### src/rtl/muldiv_unit.sv
// muldiv_unit -- RV32M multiply/divide unit.
//
// Multiplies use iterative shift-add on 32-bit magnitudes. Divides use
// restoring division on magnitudes. Each iterative operation spends 32
// cycles in CALC and then one cycle in DONE, where ready pulses. A start
// in cycle 0 therefore gives ready in cycle 33.
//
// Optional build macro MULDIV_FAST_MUL_EN: the four multiplies are computed
// combinationally and go straight from the accepting state to DONE, so ready
// is high in cycle 1. Divides stay iterative. When the macro is undefined,
// all eight operations use the iterative path.
//
// Ports:
//   clk       in   clock; all state changes on its rising edge
//   rst       in   asynchronous active-high reset
//   MD_start  in   start request; sampled only in IDLE or DONE
//   funct3    in   [2:0]  000 MUL, 001 MULH, 010 MULHSU, 011 MULHU,
//                         100 DIV, 101 DIVU, 110 REM, 111 REMU
//   A, B      in   [31:0] operands rs1, rs2
//   result    out  [31:0] held from entry to DONE until the next result
//   ready     out  one-cycle completion pulse (high in DONE)
//   busy      out  high exactly in CALC
module muldiv_unit (
   input  logic        clk,
   input  logic        rst,
   input  logic        MD_start,
   input  logic [2:0]  funct3,
   input  logic [31:0] A,
   input  logic [31:0] B,
   output logic [31:0] result,
   output logic        ready,
   output logic        busy
);

   typedef enum logic [1:0] {IDLE = 2'd0, CALC = 2'd1, DONE = 2'd2} state_t;

   state_t      state_reg, state_next;
   logic        accept;
   logic        fast_go;
   logic        last_iter;

   logic [4:0]  cnt_reg;
   logic [2:0]  op_reg;
   logic [31:0] a_reg;
   logic        sign_q_reg;      // product / quotient negation
   logic        sign_r_reg;      // remainder negation (dividend sign)
   logic        div_zero_reg;
   logic [63:0] acc_reg;
   logic [63:0] mcand_reg;
   logic [31:0] mplier_reg;
   logic [31:0] rem_reg;
   logic [31:0] quo_reg;
   logic [31:0] divisor_reg;
   logic [31:0] result_reg;

   logic        in_a_signed, in_b_signed;
   logic        in_a_neg, in_b_neg;
   logic [31:0] in_a_mag, in_b_mag;

   logic [63:0] acc_next;
   logic [32:0] shifted, diff;
   logic [31:0] rem_next, quo_next;
   logic [63:0] prod_final;
   logic [31:0] quo_final, rem_final, calc_result;

   logic        result_load;
   logic [31:0] result_value;

   // Operand signedness and magnitudes, taken from the live inputs and
   // latched on accept.
   assign in_a_signed = funct3[2] ? ~funct3[0] : ((funct3 == 3'b001) || (funct3 == 3'b010));
   assign in_b_signed = funct3[2] ? ~funct3[0] : (funct3 == 3'b001);
   assign in_a_neg    = in_a_signed & A[31];
   assign in_b_neg    = in_b_signed & B[31];
   assign in_a_mag    = in_a_neg ? (~A + 32'd1) : A;
   assign in_b_mag    = in_b_neg ? (~B + 32'd1) : B;

`ifdef MULDIV_FAST_MUL_EN
   logic [63:0] fast_mag, fast_prod;
   logic [31:0] fast_result;

   assign fast_mag    = {32'd0, in_a_mag} * {32'd0, in_b_mag};
   assign fast_prod   = (in_a_neg ^ in_b_neg) ? (~fast_mag + 64'd1) : fast_mag;
   assign fast_result = (funct3 == 3'b000) ? fast_prod[31:0] : fast_prod[63:32];
   assign fast_go     = ~funct3[2];
`else
   assign fast_go     = 1'b0;
`endif

   // FSM: state register.
   always_ff @(posedge clk or posedge rst) begin
      if (rst) begin
         state_reg <= IDLE;
      end else begin
         state_reg <= state_next;
      end
   end

   // FSM: next state and outputs.
   always_comb begin
      state_next = state_reg;
      accept     = 1'b0;
      ready      = 1'b0;
      busy       = 1'b0;
      case (state_reg)
         IDLE, DONE: begin
            ready = (state_reg == DONE);
            if (MD_start) begin
               accept     = 1'b1;
               state_next = fast_go ? DONE : CALC;
            end else begin
               state_next = IDLE;
            end
         end
         CALC: begin
            busy = 1'b1;
            if (cnt_reg == 5'd31) begin
               state_next = DONE;
            end
         end
         default: state_next = IDLE;
      endcase
   end

   assign last_iter = (state_reg == CALC) && (cnt_reg == 5'd31);

   // One iteration step of each engine.
   always_comb begin
      acc_next = mplier_reg[0] ? (acc_reg + mcand_reg) : acc_reg;
      shifted  = {rem_reg, quo_reg[31]};
      diff     = shifted - {1'b0, divisor_reg};
      // Since the partial remainder is below the divisor, bit 32 of diff is
      // a clean borrow flag.
      if (!diff[32]) begin
         rem_next = diff[31:0];
         quo_next = {quo_reg[30:0], 1'b1};
      end else begin
         rem_next = shifted[31:0];
         quo_next = {quo_reg[30:0], 1'b0};
      end
   end

   // Final sign fix-up and result select, using the last iteration's outputs.
   // Signed overflow (0x80000000 / -1) needs no special case: the magnitude
   // quotient 0x80000000 negates to itself and the remainder is 0.
   always_comb begin
      prod_final = sign_q_reg ? (~acc_next + 64'd1) : acc_next;
      quo_final  = sign_q_reg ? (~quo_next + 32'd1) : quo_next;
      rem_final  = sign_r_reg ? (~rem_next + 32'd1) : rem_next;
      case (op_reg)
         3'b000:                 calc_result = prod_final[31:0];
         3'b001, 3'b010, 3'b011: calc_result = prod_final[63:32];
         3'b100, 3'b101:         calc_result = div_zero_reg ? 32'hFFFF_FFFF : quo_final;
         default:                calc_result = div_zero_reg ? a_reg : rem_final;
      endcase
   end

   always_comb begin
      result_load  = last_iter;
      result_value = calc_result;
`ifdef MULDIV_FAST_MUL_EN
      if (accept && fast_go) begin
         result_load  = 1'b1;
         result_value = fast_result;
      end
`endif
   end

   // Datapath registers.
   always_ff @(posedge clk or posedge rst) begin
      if (rst) begin
         cnt_reg      <= '0;
         op_reg       <= '0;
         a_reg        <= '0;
         sign_q_reg   <= 1'b0;
         sign_r_reg   <= 1'b0;
         div_zero_reg <= 1'b0;
         acc_reg      <= '0;
         mcand_reg    <= '0;
         mplier_reg   <= '0;
         rem_reg      <= '0;
         quo_reg      <= '0;
         divisor_reg  <= '0;
         result_reg   <= '0;
      end else begin
         if (accept) begin
            cnt_reg      <= '0;
            op_reg       <= funct3;
            a_reg        <= A;
            sign_q_reg   <= in_a_neg ^ in_b_neg;
            sign_r_reg   <= in_a_neg;
            div_zero_reg <= (B == 32'd0);
            acc_reg      <= '0;
            mcand_reg    <= {32'd0, in_a_mag};
            mplier_reg   <= in_b_mag;
            rem_reg      <= '0;
            quo_reg      <= in_a_mag;
            divisor_reg  <= in_b_mag;
         end else if (state_reg == CALC) begin
            cnt_reg    <= cnt_reg + 5'd1;
            acc_reg    <= acc_next;
            mcand_reg  <= {mcand_reg[62:0], 1'b0};
            mplier_reg <= {1'b0, mplier_reg[31:1]};
            rem_reg    <= rem_next;
            quo_reg    <= quo_next;
         end
         if (result_load) begin
            result_reg <= result_value;
         end
      end
   end

   assign result = result_reg;

endmodule

### config.mk
export PLATFORM = sky130hd
export DESIGN_NAME = muldiv_unit
export DESIGN_NICKNAME = d
export VERILOG_FILES = /design/src/rtl/muldiv_unit.sv
export SDC_FILE = /design/constraint.sdc
export NUM_CORES = 1
export LEC_CHECK = 0
export ABC_AREA = 1
export BUFFER_PORTS_ARGS = -buffer_cell sky130_fd_sc_hd__buf_2
export CAP_MARGIN = 15
export CORE_UTILIZATION = 25
export DETAILED_ROUTE_END_ITERATION = 16
export PLACE_DENSITY_LB_ADDON = 0.05
export SLEW_MARGIN = 20
export SYNTH_ARGS = -nofsm -noshare
export SYNTH_HDL_FRONTEND = slang
export SYNTH_SLANG_ARGS = --single-unit
### constraint.sdc
create_clock -name clk -period 15.5 [get_ports clk]
set_input_delay 4.65 -clock clk [delete_from_list [all_inputs] [get_ports clk]]
set_output_delay 4.65 -clock clk [all_outputs]
set_load 0.01 [all_outputs]
Word level (Yosys, flattened, before mapping)
Cells that the tools add are included.
{"block": "totals", "reg_bits": 333, "word_cells": 83}
{"block": "op_classes", "add_sub_neg": 8, "n_eq_ne": 11, "n_mux": 32, "n_bitwise": 9, "reduce_logical": 9}
{"op": "$mux W32", "count": 13}
{"op": "$mux W64", "count": 6}
{"op": "$add A32 B1 Y32 const B", "count": 4}
{"op": "$not A32 Y32", "count": 4}
{"op": "$pmux W32 S3", "count": 1}
{"op": "$add A64 B1 Y64 const B", "count": 1}
{"op": "$add A64 B64 Y64", "count": 1}
{"op": "$not A64 Y64", "count": 1}
{"op": "$sub A33 B32 Y33", "count": 1}
{"op": "$logic_not A32 Y1", "count": 1}
{"op": "$mux W5", "count": 2}
{"op": "$eq A3 B2 Y1 const B", "count": 3}
{"op": "$mux W1", "count": 8}
{"op": "$eq A3 B1 Y1 const B", "count": 2}
{"op": "$eq A3 B3 Y1 const B", "count": 2}
{"op": "$add A5 B1 Y5 const B", "count": 1}
{"op": "$eq A5 B5 Y1 const B", "count": 1}
{"op": "$pmux W2 S2", "count": 1}
{"op": "$reduce_or A2 Y1", "count": 2}
{"op": "$logic_not A3 Y1", "count": 1}
{"op": "$reduce_or A3 Y1", "count": 1}
{"op": "$and A1 B1 Y1", "count": 2}
{"op": "$eq A2 B1 Y1 const B", "count": 1}
{"op": "$eq A2 B2 Y1 const B", "count": 1}
{"op": "other kinds (8)", "count": 8}

Depth between registers and ports, before layout
Gate-level depths: netlist of run 1.
{"block": "depth", "ltp_word": 7, "mapped_depth": 35}

Worst setup path after synthesis of run 1
No wires, ideal clock.
{"block": "synth_path", "kind": "input to register", "startpoint": "input B[1]", "endpoint": "register divisor_reg[30]", "setup_time_ns": 0.134, "arrival_time_ns": 6.724, "required_time_ns": 15.366, "path_slack_ns": 8.642, "path_stages": 17, "path_buffers": 0, "cell_sequence": "inv_1 > ha_1 > inv_1 > nor4_1 > inv_1 > nor2_1 > nand4_1 > nor2_1 > nand3_1 > nor3_1 > nand2_1 > nor3_1 > nand2_1 > nand2_1 > a21oi_1 > o21ai_0 > o21ai_0"}
{"block": "synth_via", "elab_chain_cells": 3}
{"item": "start: declaration", "line": "29", "source": "input logic [31:0] B,"}
{"item": "$not A32 Y32", "line": "76", "source": "assign in_b_mag = in_b_neg ? (~B + 32'd1) : B;"}
{"item": "$add A32 B1 Y32", "line": "76"}
{"item": "$mux W32", "line": "76"}
{"item": "end signal: assignment", "line": "198", "source": "divisor_reg <= in_b_mag;"}
{"item": "end: declaration", "line": "53", "source": "logic [31:0] divisor_reg;"}
Every way passes these cells.
A chain may end at the register's enable or synchronous reset.

Worst setup path after layout of run 1
{"block": "layout_path", "startpoint": "input B[1]", "endpoint": "register mplier_reg[28]"}
{"block": "layout_via", "elab_chain_cells": 4}
{"item": "$not A32 Y32", "line": "76"}
{"item": "$add A32 B1 Y32", "line": "76"}
{"item": "$mux W32", "line": "76"}
{"item": "$mux W32", "line": "186", "source": "if (accept) begin"}
{"item": "end signal: assignment", "line": "195", "source": "mplier_reg <= in_b_mag;"}
{"item": "end signal: assignment", "line": "203", "source": "mplier_reg <= {1'b0, mplier_reg[31:1]};"}
{"item": "end: declaration", "line": "50", "source": "logic [31:0] mplier_reg;"}
Every way passes these cells.

==> reports/metrics.yaml, run 1 <==
yosys:
  synth_area_um2: 29600
  synth-simple-area-share_pct: 39.6
  synth_top_family_by_area: "simple AND/OR/NAND/NOR gates"
  netlist_instances: 5024
  synth_area_leaders: "dfrtp_1, nand2_1, inv_1"
  yosysWarnings: 0
  syn_nets: 5198
  synth_xor_area_share_pct: 0.652
  synthAdderAreaFrac_pct: 4.45
  synth_top_area_share_pct: 28.2
  syn_avg_cell_area_um2: 5.88
  ys_seq_area_share_pct: 28.2
  synth-edff-count: 0
  synth-compound-area-share_pct: 13.5
  synth_most_common_cell: "nand2_1"
  synth-seq-cells: 333
  synthDistinctLibCells: 54
  muxShareOfSynthArea_pct: 0
  synth_commonest_cells: "nand2_1, inv_1, nor2_1, nand3_1, dfrtp_1"
  yosysTopAreaCell: "dfrtp_1"
  synth_ff_type: "dfrtp_1"
  ys_async_sr_fraction_pct: 100
placement:
  dp_hpwl_um: 110000
  gp_congestion: 0.870
  port-buffer-count: 103
global_routing:
  grt_pass1_vias: 30499
  grt_pass1_wl_um: 203000
  overflow: 0
  grt_max_degree: 86
  grt_antenna_before_repair: 5
  track_usage_pct: 22.7
floorplanning:
  io_pins: 104
  rows: 125
  initial_utilization_pct: 25.3
  dieArea_um2: 120000
  die_y_um: 346
  chipWidth_um: 346
  coreArea_um2: 117000
clocking:
  clockBufferDepth: 3
  cts_sinks: 333
  clk_pin_slew_ns: 0.06
  cts-resized-gates: 0
  cts_buffers: 47
  cts_tree: "built"
  post-cts-setup-buffers: 0
  htree_levels: 2
  holdBufCountCts: 0
  cts_root_buf: "clkbuf_16"
  clk_latency_ns: 0.64
timing:
  max_slew_margin_pct: 30.5
  hold_viol_final: 0
  min_period_over_period_pct: 48.1
  period_needed_ns: 7.45
  grt_setup_unrepaired: "false"
  clock_skew_ns: 0.0310
  setup_viol: 0
  worstMarginPinSlew_ns: 1.04
  timing.fmax_mhz: 134
  final.setup.tns_ns: 0
  final_max_slew_viol_count: 0
worst_setup_path:
  cp_top_family: "simple AND/OR/NAND/NOR gates"
  crit_path_start_kind: "primary input"
  cpPeakStageDelay_ns: 0.41
  crit_path_frequent_cell: "nor2_1"
  critPathArrivalTime_ns: 7.97
  cp_max_fo: 4
  crit_slowest_cell: "nor4_1"
  cp_cell_sequence: "buf_2 > inv_1 > ha_1 > inv_1 > nor4_1 > inv_1 > nor2_1 > nand4_1 > nor2_1 > nand3_1 > nor3_1 > nand2_1 > nor3_1 > nor2_1 > nand2_1 > nand2_1 > nor2_1 > a21oi_1 > o21ai_0"
  worstPathRequired_ns: 16.02
  cp.buffers_inverters: 4
  path_class: "in2reg"
  endpoint_kind: "flop"
hold_path:
  hold_path.class: "reg2reg"
routing:
  postRouteAntennaNets: 0
  drt_iter0_drc: 1899
  vias: 30883
  vias_per_cell: 4.67
  post-route-drc-count: 0
  firstDrtPassIters: 6
  wl_per_cell_um: 20.8
  routed_wl_um: 138000
layout:
  drive_above_1_share_pct: 6.74
  nets: 5228
  synthToLayoutAreaGrowth_pct: 12.3
status:
  run_status: "completed"
flow_run:
  cap_violations: 0
[placed cells by master (no fill, tap or decap), types with 5 or more instances in the layout]
cell        netlist  routed
a21oi_1         190     190
buf_2            17     103
o21ai_2           7       7
clkinvlp_4        0       6
nor3_1           56      56
clkbuf_16         0      49
and3_1            5       5
o21ai_0         290     290
buf_4             0      29
nand3b_1         10      10
inv_1           887     883
xnor2_1          12      12
nand4_1          52      52
dfrtp_1         333     331
nor2_4            7       7
a31oi_1          32      32
inv_2             5       8
or2_2            29      29
o21ai_1          16      16
o221ai_1         18      18
o31ai_1           7       7
nand2_4           5       7
o21bai_1         15      15
xor2_1           10      10
o21a_1            6       6
clkbuf_8          0      10
nand3_1         386     386
nor2_2           13      18
ha_1            102     102
o211ai_1         11      11
clkbuf_1        104       9
and2_1           10      10
nand2_1        1696    1694
o22ai_1         104     104
nand3_2           8       8
nand2_2          31      31
nor4_1            7       7
nor2_1          479     474
clkinv_2          0       8
[worst register-to-register path, delay by kind of cell (launching register included)]
kind | cells | cell delay (ns)
AOI/OAI and AO/OA | 3 | 0.39
buffers and inverters | 3 | 0.23
DFF | 1 | 0.40
adders and majority gates | 3 | 0.99
and+or+nand+nor | 23 | 3.69
[final cells by class]
class,instances,area (µm²)
antenna,2,5.00
inverter,896,3380
clock buffer,68,1400
tap,1524,1910
multi-input combinational,3644,17200
sequential,333,8340
timing repair buffer,132,733
clock inverter,18,191
fill,13440,83500
[cell families (layout without fill, tap and decap cells)]
logic type	count (synthesis)	after routing
DFF	333	333
adders and majority gates	104	104
buffers and inverters	1047	1114
other	0	2
and+or+nand+nor	2804	2804
xor gates and xnor gates	22	22
AOI/OAI and AO/OA	714	714
[final timing paths]
check                                from               to  slack [ns]  cells past startpoint
setup / recovery                     B[1]   mplier_reg[28]        8.05                     19
hold / removal             mplier_reg[15]   mplier_reg[15]        0.48                      2
setup reg to reg              quo_reg[31]       result[30]        9.73                     32
hold reg to reg            mplier_reg[15]   mplier_reg[15]        0.48                      2
max in group asynchronous             rst  divisor_reg[23]        9.35                      4
min in group asynchronous             rst       cnt_reg[2]        4.11                      2
[metrics by stage]
stage	worst slack [ns]	instance area, µm²	cells	util, %	hold slack (ns)
after floorplan	1.63	29600	5024	-	0.445
after global placement	7.26	31600	6529	27.1	0.468
after detailed placement	7.24	31600	6529	27.1	0.469
after CTS	7.91	33200	6615	28.4	0.485
after global routing	7.40	33200	6617	28.4	0.496
final	8.05	33200	6617	28.4	0.478
[per-layer routing]
| layer | GRT usage (%) | vias up | part of all wire [%] |
|---|---|---|---|
| met1 | 28.9 | 14358 | 45 |
| met2 | 40.1 | 498 | 49 |
| li1 | - | 15884 | - |
| met4 | 6.64 | 2 | 3.0 |
| met5 | 0 | - | 0.0094 |
| met3 | 2.36 | 141 | 3.0 |
Power of run 1 is left out: the tool's default activity adds up to more than one toggle a clock period on the data nets, which glitch-free logic cannot reach.
==> run 2: changes to the inputs <==
==> constraint.sdc (replaced) <==
create_clock -name clk -period 6.82 [get_ports clk]
set_input_delay 2.046 -clock clk [delete_from_list [all_inputs] [get_ports clk]]
set_output_delay 2.046 -clock clk [all_outputs]
set_load 0.01 [all_outputs]
==> run 2 against run 1 <==
Net effect: register-to-register slack lost 8.1 ns; setup slack lost 6.4 ns; global-route usage is essentially flat; first-iteration DRC count grew 2.8%; clock-buffer cell count grew 5; routed wire length shrank 0.16%; non-clock buffer count grew 7; die area is the same; cell count is essentially flat.
==> reports/metrics.yaml, run 2 (synthesized netlist as in run 1, its figures left out) <==
layout:
  drive_above_1_share_pct: 6.79  # was 6.74%
  synthToLayoutAreaGrowth_pct: 12.8  # was 12.3%
  register_area_um2: 8340  # unchanged
  nets: 5237  # was 5,228
  n_antenna_cell: 0  # was 2
  layout_common_cells: "nand2_1, inv_1, nor2_1"  # unchanged
  multi_input_area_um2: 17200  # about the same
  fillers: 13441  # was 13,440
  final_common_cell: "nand2_1"  # unchanged
  fin_util_pct: 28.6  # was 28.4%
floorplanning:
  rows: 125  # unchanged
  coreArea_um2: 117000  # unchanged
  die_y_um: 346  # unchanged
  initial_utilization_pct: 25.3  # unchanged
  dieArea_um2: 120000  # unchanged
  io_pins: 104  # unchanged
  chipWidth_um: 346  # unchanged
worst_setup_path:
  worstPathRequired_ns: 7.38  # was 16.02 ns
  endpoint_kind: "flop"  # unchanged
  crit_path_start_kind: "flop"  # was primary input
  path_class: "reg2reg"  # was in2reg
  crit_slowest_cell: "fa_1"  # was nor4_1
  critPathArrivalTime_ns: 5.72  # was 7.97 ns
  cpPeakStageDelay_ns: 0.44  # was 0.41 ns
  cp_max_fo: 19  # was 4
routing:
  firstDrtPassIters: 6  # unchanged
  vias_per_cell: 4.69  # was 4.67
  postRouteAntennaNets: 0  # unchanged
  drt_iter0_drc: 1952  # was 1,899
  post-route-drc-count: 0  # unchanged
  wl_per_cell_um: 20.8  # about the same
  routed_wl_um: 138000  # about the same
  vias: 31033  # was 30,883
clocking:
  cts_tree: "built"  # unchanged
  htree_levels: 2  # unchanged
  clk_latency_ns: 0.67  # was 0.64 ns
  cts_root_buf: "clkbuf_16"  # unchanged
  cts_buffers: 49  # was 47
  clk_pin_slew_ns: 0.06  # about the same
  holdBufCountCts: 0  # unchanged
  clockBufferDepth: 3  # unchanged
  post-cts-setup-buffers: 0  # unchanged
  cts_sinks: 333  # unchanged
  cts-resized-gates: 0  # unchanged
global_routing:
  overflow: 0  # unchanged
  grt_max_degree: 123  # was 86
  track_usage_pct: 22.7  # about the same
  grt_antenna_before_repair: 13  # was 5
  grt_pass1_wl_um: 203000  # about the same
  grt_pass1_vias: 30188  # was 30,499
placement:
  gp_congestion: 0.929  # was 0.870
  port-buffer-count: 103  # unchanged
  dp_hpwl_um: 111000  # was 110,000 µm
timing:
  min_period_over_period_pct: 75.7
  period_needed_ns: 5.16
  clock_skew_ns: 0.0360  # was 0.0310 ns
  hold_viol_final: 0  # unchanged
  max_slew_margin_pct: 25.9  # was 30.5%
  grt_setup_unrepaired: "false"  # unchanged
  final_max_slew_viol_count: 0  # unchanged
  worstMarginPinSlew_ns: 1.10  # was 1.04 ns
  timing.fmax_mhz: 194
  final.setup.tns_ns: 0  # unchanged
  setup_viol: 0  # unchanged
hold_path:
  hold_path.class: "reg2reg"  # unchanged
flow_run:
  cap_violations: 0  # unchanged
status:
  run_status: "completed"  # unchanged
-- run 2: critical path: cells and delay by family, from the launching register on --
| family | cells | cell delay (ns) |
|---|---|---|
| and+or+nand+nor | 23 | 3.20 |
| adders and majority gates | 3 | 0.86 |
| DFF | 1 | 0.39 |
| AOI/OAI and AO/OA | 3 | 0.36 |
| buffers and inverters | 3 | 0.20 |
-- run 2: area by class of cell --
class,instances,area share [%]
clock buffers,73,4.25
clock inverters,14,0.623
inverters,896,10.1
multi-input cells,3644,51.7
flip-flops and latches,333,25.0
well taps,1524,5.72
repair buffers,139,2.51
-- run 2: layer usage --
layer	GRT usage (%)	wire length, µm	vias to the layer above
met4	6.94	4170	14
met5	0	74	-
met2	40.5	68000	523
met1	28.3	60500	14439
li1	-	-	15900
met3	2.60	4730	157
-- run 2: final timing paths --
check                       startpoint        endpoint  slack [ns]  depth (start not counted)
max                        quo_reg[31]      result[30]        1.66                         32
min                          op_reg[0]       op_reg[0]        0.48                          2
max reg2reg                quo_reg[31]      result[30]        1.66                         32
min reg2reg                  op_reg[0]       op_reg[0]        0.48                          2
max in group asynchronous          rst  mplier_reg[26]        3.93                          3
min in group asynchronous          rst      acc_reg[1]        1.56                          2
-- run 2: stage by stage --
stage	instances	area, µm²	setup WS (ns)	hold slack (ns)
floorplan	5024	29600	0.325	0.445
detailed placement	6536	31700	1.07	0.466
global route	6623	33300	1.28	0.508
finish	6623	33300	1.66	0.481
global placement	6536	31700	1.03	0.465
CTS	6623	33300	1.65	0.482
Power of run 2 is left out for the same reason.
==> run 3: changes to the inputs <==
--- a/config.mk
+++ b/config.mk
@@ -5,7 +5,7 @@
 export SDC_FILE = /design/constraint.sdc
 export NUM_CORES = 1
 export LEC_CHECK = 0
-export ABC_AREA = 1
+export ABC_AREA = 0
 export BUFFER_PORTS_ARGS = -buffer_cell sky130_fd_sc_hd__buf_2
 export CAP_MARGIN = 15
 export CORE_UTILIZATION = 25
==> constraint.sdc (replaced) <==
create_clock -name clk -period 5.3 [get_ports clk]
set_input_delay 1.59 -clock clk [delete_from_list [all_inputs] [get_ports clk]]
set_output_delay 1.59 -clock clk [all_outputs]
set_load 0.01 [all_outputs]
==> run 3 against run 2 <==
Net effect: setup slack worse by 1.6 ns; register-to-register slack worse by 1.6 ns; hold slack worse by 0.010 ns; synthesized cell count down 31%; non-clock buffer count rose by 208; core utilization is 1.8 points higher; sequential share of layout area grew 0.94 points; critical path type unchanged.
==> reports/metrics.yaml, run 3 <==
yosys:
  synth_area_um2: 26900  # was 29,600 µm²
  syn_nets: 3638  # was 5,198
  syn_avg_cell_area_um2: 7.76  # was 5.88 µm²
  synth_top_area_share_pct: 31.0  # was 28.2%
  synth_commonest_cells: "nand2_1, dfrtp_1, o21ai_0, a21oi_1, nor2_1"  # was nand2_1, inv_1, nor2_1, nand3_1, dfrtp_1
  synth-edff-count: 0  # unchanged
  synthDistinctLibCells: 98  # was 54
  synth_most_common_cell: "nand2_1"  # unchanged
  ys_async_sr_fraction_pct: 100  # unchanged
  yosysWarnings: 0  # unchanged
  netlist_instances: 3464  # was 5,024
  synth_ff_type: "dfrtp_1"  # unchanged
  ys_seq_area_share_pct: 31.0  # was 28.2%
  yosysTopAreaCell: "dfrtp_1"  # unchanged
  synth_area_leaders: "dfrtp_1, nand2_1, o21ai_0"  # was dfrtp_1, nand2_1, inv_1
  synth-seq-cells: 333  # unchanged
worst_setup_path:
  cp_max_fo: 4  # was 19
  r2r-end: "result[30]"  # unchanged
  cp_top_family: "compound AO/OA/AOI/OAI gates"  # was simple AND/OR/NAND/NOR gates
  path_class: "reg2reg"  # unchanged
  endpoint_kind: "flop"  # unchanged
  crit_path_start_kind: "flop"  # unchanged
  worstReg2RegStart: "quo_reg[31]"  # unchanged
  r2r_slack_ns: 0.11  # was 1.66 ns
  crit_slowest_cell: "dfrtp_1"  # was fa_1
  worstPathRequired_ns: 5.81  # was 7.38 ns
  cp.buffers_inverters: 3  # unchanged
  cpPeakStageDelay_ns: 0.39  # was 0.44 ns
  ff2ff_path_depth: 22  # was 32
  cp_cell_sequence: "inv_2 > ha_4 > inv_2 > fa_2 > a211oi_4 > o31ai_4 > o2111ai_4 > a211oi_4 > o21a_1 > nor2_4 > mux2i_2 > ha_2 > or3b_4 > or3_4 > a2111oi_4 > a2bb2oi_2 > nand4_1 > buf_6 > o31a_1 > o211ai_1 > a41oi_1 > a31o_1"
  critPathArrivalTime_ns: 5.70  # was 5.72 ns
layout:
  nets: 3815  # was 5,237
  drive_above_1_share_pct: 14.5  # was 6.79%
  layout_common_cells: "nand2_1, dfrtp_1, a21oi_1"  # was nand2_1, inv_1, nor2_1
  synthToLayoutAreaGrowth_pct: 19.6  # was 12.8%
  fillers: 11418  # was 13,441
  final_common_cell: "nand2_1"  # unchanged
floorplanning:
  dieArea_um2: 109000  # was 120,000 µm²
  rows: 119  # was 125
  chipWidth_um: 330  # was 346 µm
  initial_utilization_pct: 25.4  # was 25.3%
  coreArea_um2: 106000  # was 117,000 µm²
  io_pins: 104  # unchanged
  die_y_um: 330  # was 346 µm
hold_path:
  hold_path.class: "reg2reg"  # unchanged
  holdPathEnd: "result[1]"  # was op_reg[0]
  min_path_cells: 2  # unchanged
  hp-start: "result[1]"  # was op_reg[0]
timing:
  hold_viol_final: 0  # unchanged
  grt_setup_unrepaired: "true"  # was false
  clock_skew_ns: 0.0316  # was 0.0360 ns
  final_max_slew_viol_count: 0  # unchanged
  worstMarginPinSlew_ns: 0.914  # was 1.10 ns
  timing.fmax_mhz: 193  # was 194 MHz
  setup_viol: 0  # unchanged
  period_needed_ns: 5.19  # was 5.16 ns
  max_slew_margin_pct: 38.8  # was 25.9%
  min_period_over_period_pct: 98.0  # was 75.7%
  final.setup.tns_ns: 0  # unchanged
routing:
  postRouteAntennaNets: 0  # unchanged
  routed_wl_um: 129000  # was 138,000 µm
  wl_per_cell_um: 25.5  # was 20.8 µm
  firstDrtPassIters: 5  # was 6
  post-route-drc-count: 0  # unchanged
  vias: 28158  # was 31,033
  vias_per_cell: 5.55  # was 4.69
  drt_iter0_drc: 2258  # was 1,952
status:
  run_status: "completed"  # unchanged
placement:
  dp_hpwl_um: 100000  # was 111,000 µm
  port-buffer-count: 103  # unchanged
  gp_congestion: 0.936  # was 0.929
global_routing:
  grt_antenna_before_repair: 8  # was 13
  overflow: 0  # unchanged
  grt_pass1_wl_um: 189000  # was 203,000 µm
  track_usage_pct: 23.3  # was 22.7%
  grt_max_degree: 156  # was 123
  grt_pass1_vias: 27329  # was 30,188
clocking:
  clk_pin_slew_ns: 0.06  # about the same
  htree_levels: 2  # unchanged
  cts_tree: "built"  # unchanged
  holdBufCountCts: 0  # unchanged
  clk_latency_ns: 0.63  # was 0.67 ns
  clockBufferDepth: 3  # unchanged
  cts_sinks: 333  # unchanged
  cts_root_buf: "clkbuf_16"  # unchanged
  cts_buffers: 45  # was 49
flow_run:
  cap_violations: 0  # unchanged
## run 3: worst register-to-register path, delay by kind of cell, from the launching register on
family                   cells  cell delay [ns]
AND/OR/NAND/NOR              4             1.08
adder cells (fa/ha/maj)      3             0.73
buffers and inverters        3             0.27
flip-flops                   1             0.39
multiplexers                 1             0.29
AO/OA/AOI/OAI               11             2.32
## run 3: layout make-up
type / instances / area [µm²] / area share (%)
diodes: 1 / 2.50 / 0.00779
clock buffers: 70 / 1380 / 4.30
clock inverters: 13 / 129 / 0.401
inverters: 74 / 292 / 0.907
multi-input cells: 2840 / 17800 / 55.3
flip-flops and latches: 333 / 8340 / 26.0
well taps: 1391 / 1740 / 5.42
repair buffers: 347 / 2460 / 7.67
## run 3: layer usage
layer	GRT usage [%]	routed length [µm]	vias to the layer above
li1	-	-	13180
met1	33.7	61900	13960
met2	36.2	56700	866
met3	3.06	6920	150
met4	6.34	3660	2
met5	0	13	-
## run 3: cell families (layout without fill, tap and decap cells)
| kind of cell | Yosys count | count (layout) | synth area share, % |
|---|---|---|---|
| simple gates | 1285 | 1285 | 22.6 |
| compound gates | 1213 | 1213 | 29.3 |
| flops | 333 | 333 | 31.0 |
| buf+inv | 291 | 504 | 4.13 |
| xor+xnor | 183 | 183 | 5.96 |
| fa+ha+maj | 104 | 104 | 4.90 |
| mux | 55 | 55 | 2.09 |
| other cells | 0 | 1 | 0 |
## run 3: through the flow
stage          hold WS [ns]  instance area, µm²  util [%]  std cells  setup WS (ns)
2_1_floorplan         0.437               27000         -       3464         -0.739
3_3_place_gp          0.460               30300      28.7       4980        -0.0394
3_5_place_dp          0.459               30300      28.7       4980        -0.0414
4_1_cts               0.475               31900      30.1       5063        0.00531
5_1_grt               0.496               32100      30.3       5068         -0.182
6_report              0.471               32100      30.3       5069          0.106
## run 3: how the worst max path moves through the flow
| stage | depth (start not counted) | from | endpoint | slack (ns) |
|---|---|---|---|---|
| floorplan | 1 | rst | a_reg[0] | -0.74 |
| global placement | 23 | quo_reg[31] | result[24] | -0.04 |
| detailed placement | 23 | quo_reg[31] | result[24] | -0.04 |
| CTS | 21 | quo_reg[31] | result[26] | 0.005 |
| global route | 22 | quo_reg[31] | result[30] | -0.18 |
| finish | 22 | quo_reg[31] | result[30] | 0.11 |
## run 3: what timing repair did
action | in CTS | in global routing
setup endpoints to repair | 5 | 17
pin swaps | 6 | 28
resized for setup | 6 | 45
buffers inserted | 0 | 5
gates cloned | 0 | 0
endpoints found under the hold margin | 0 | 0
Power of run 3 is left out for the same reason.
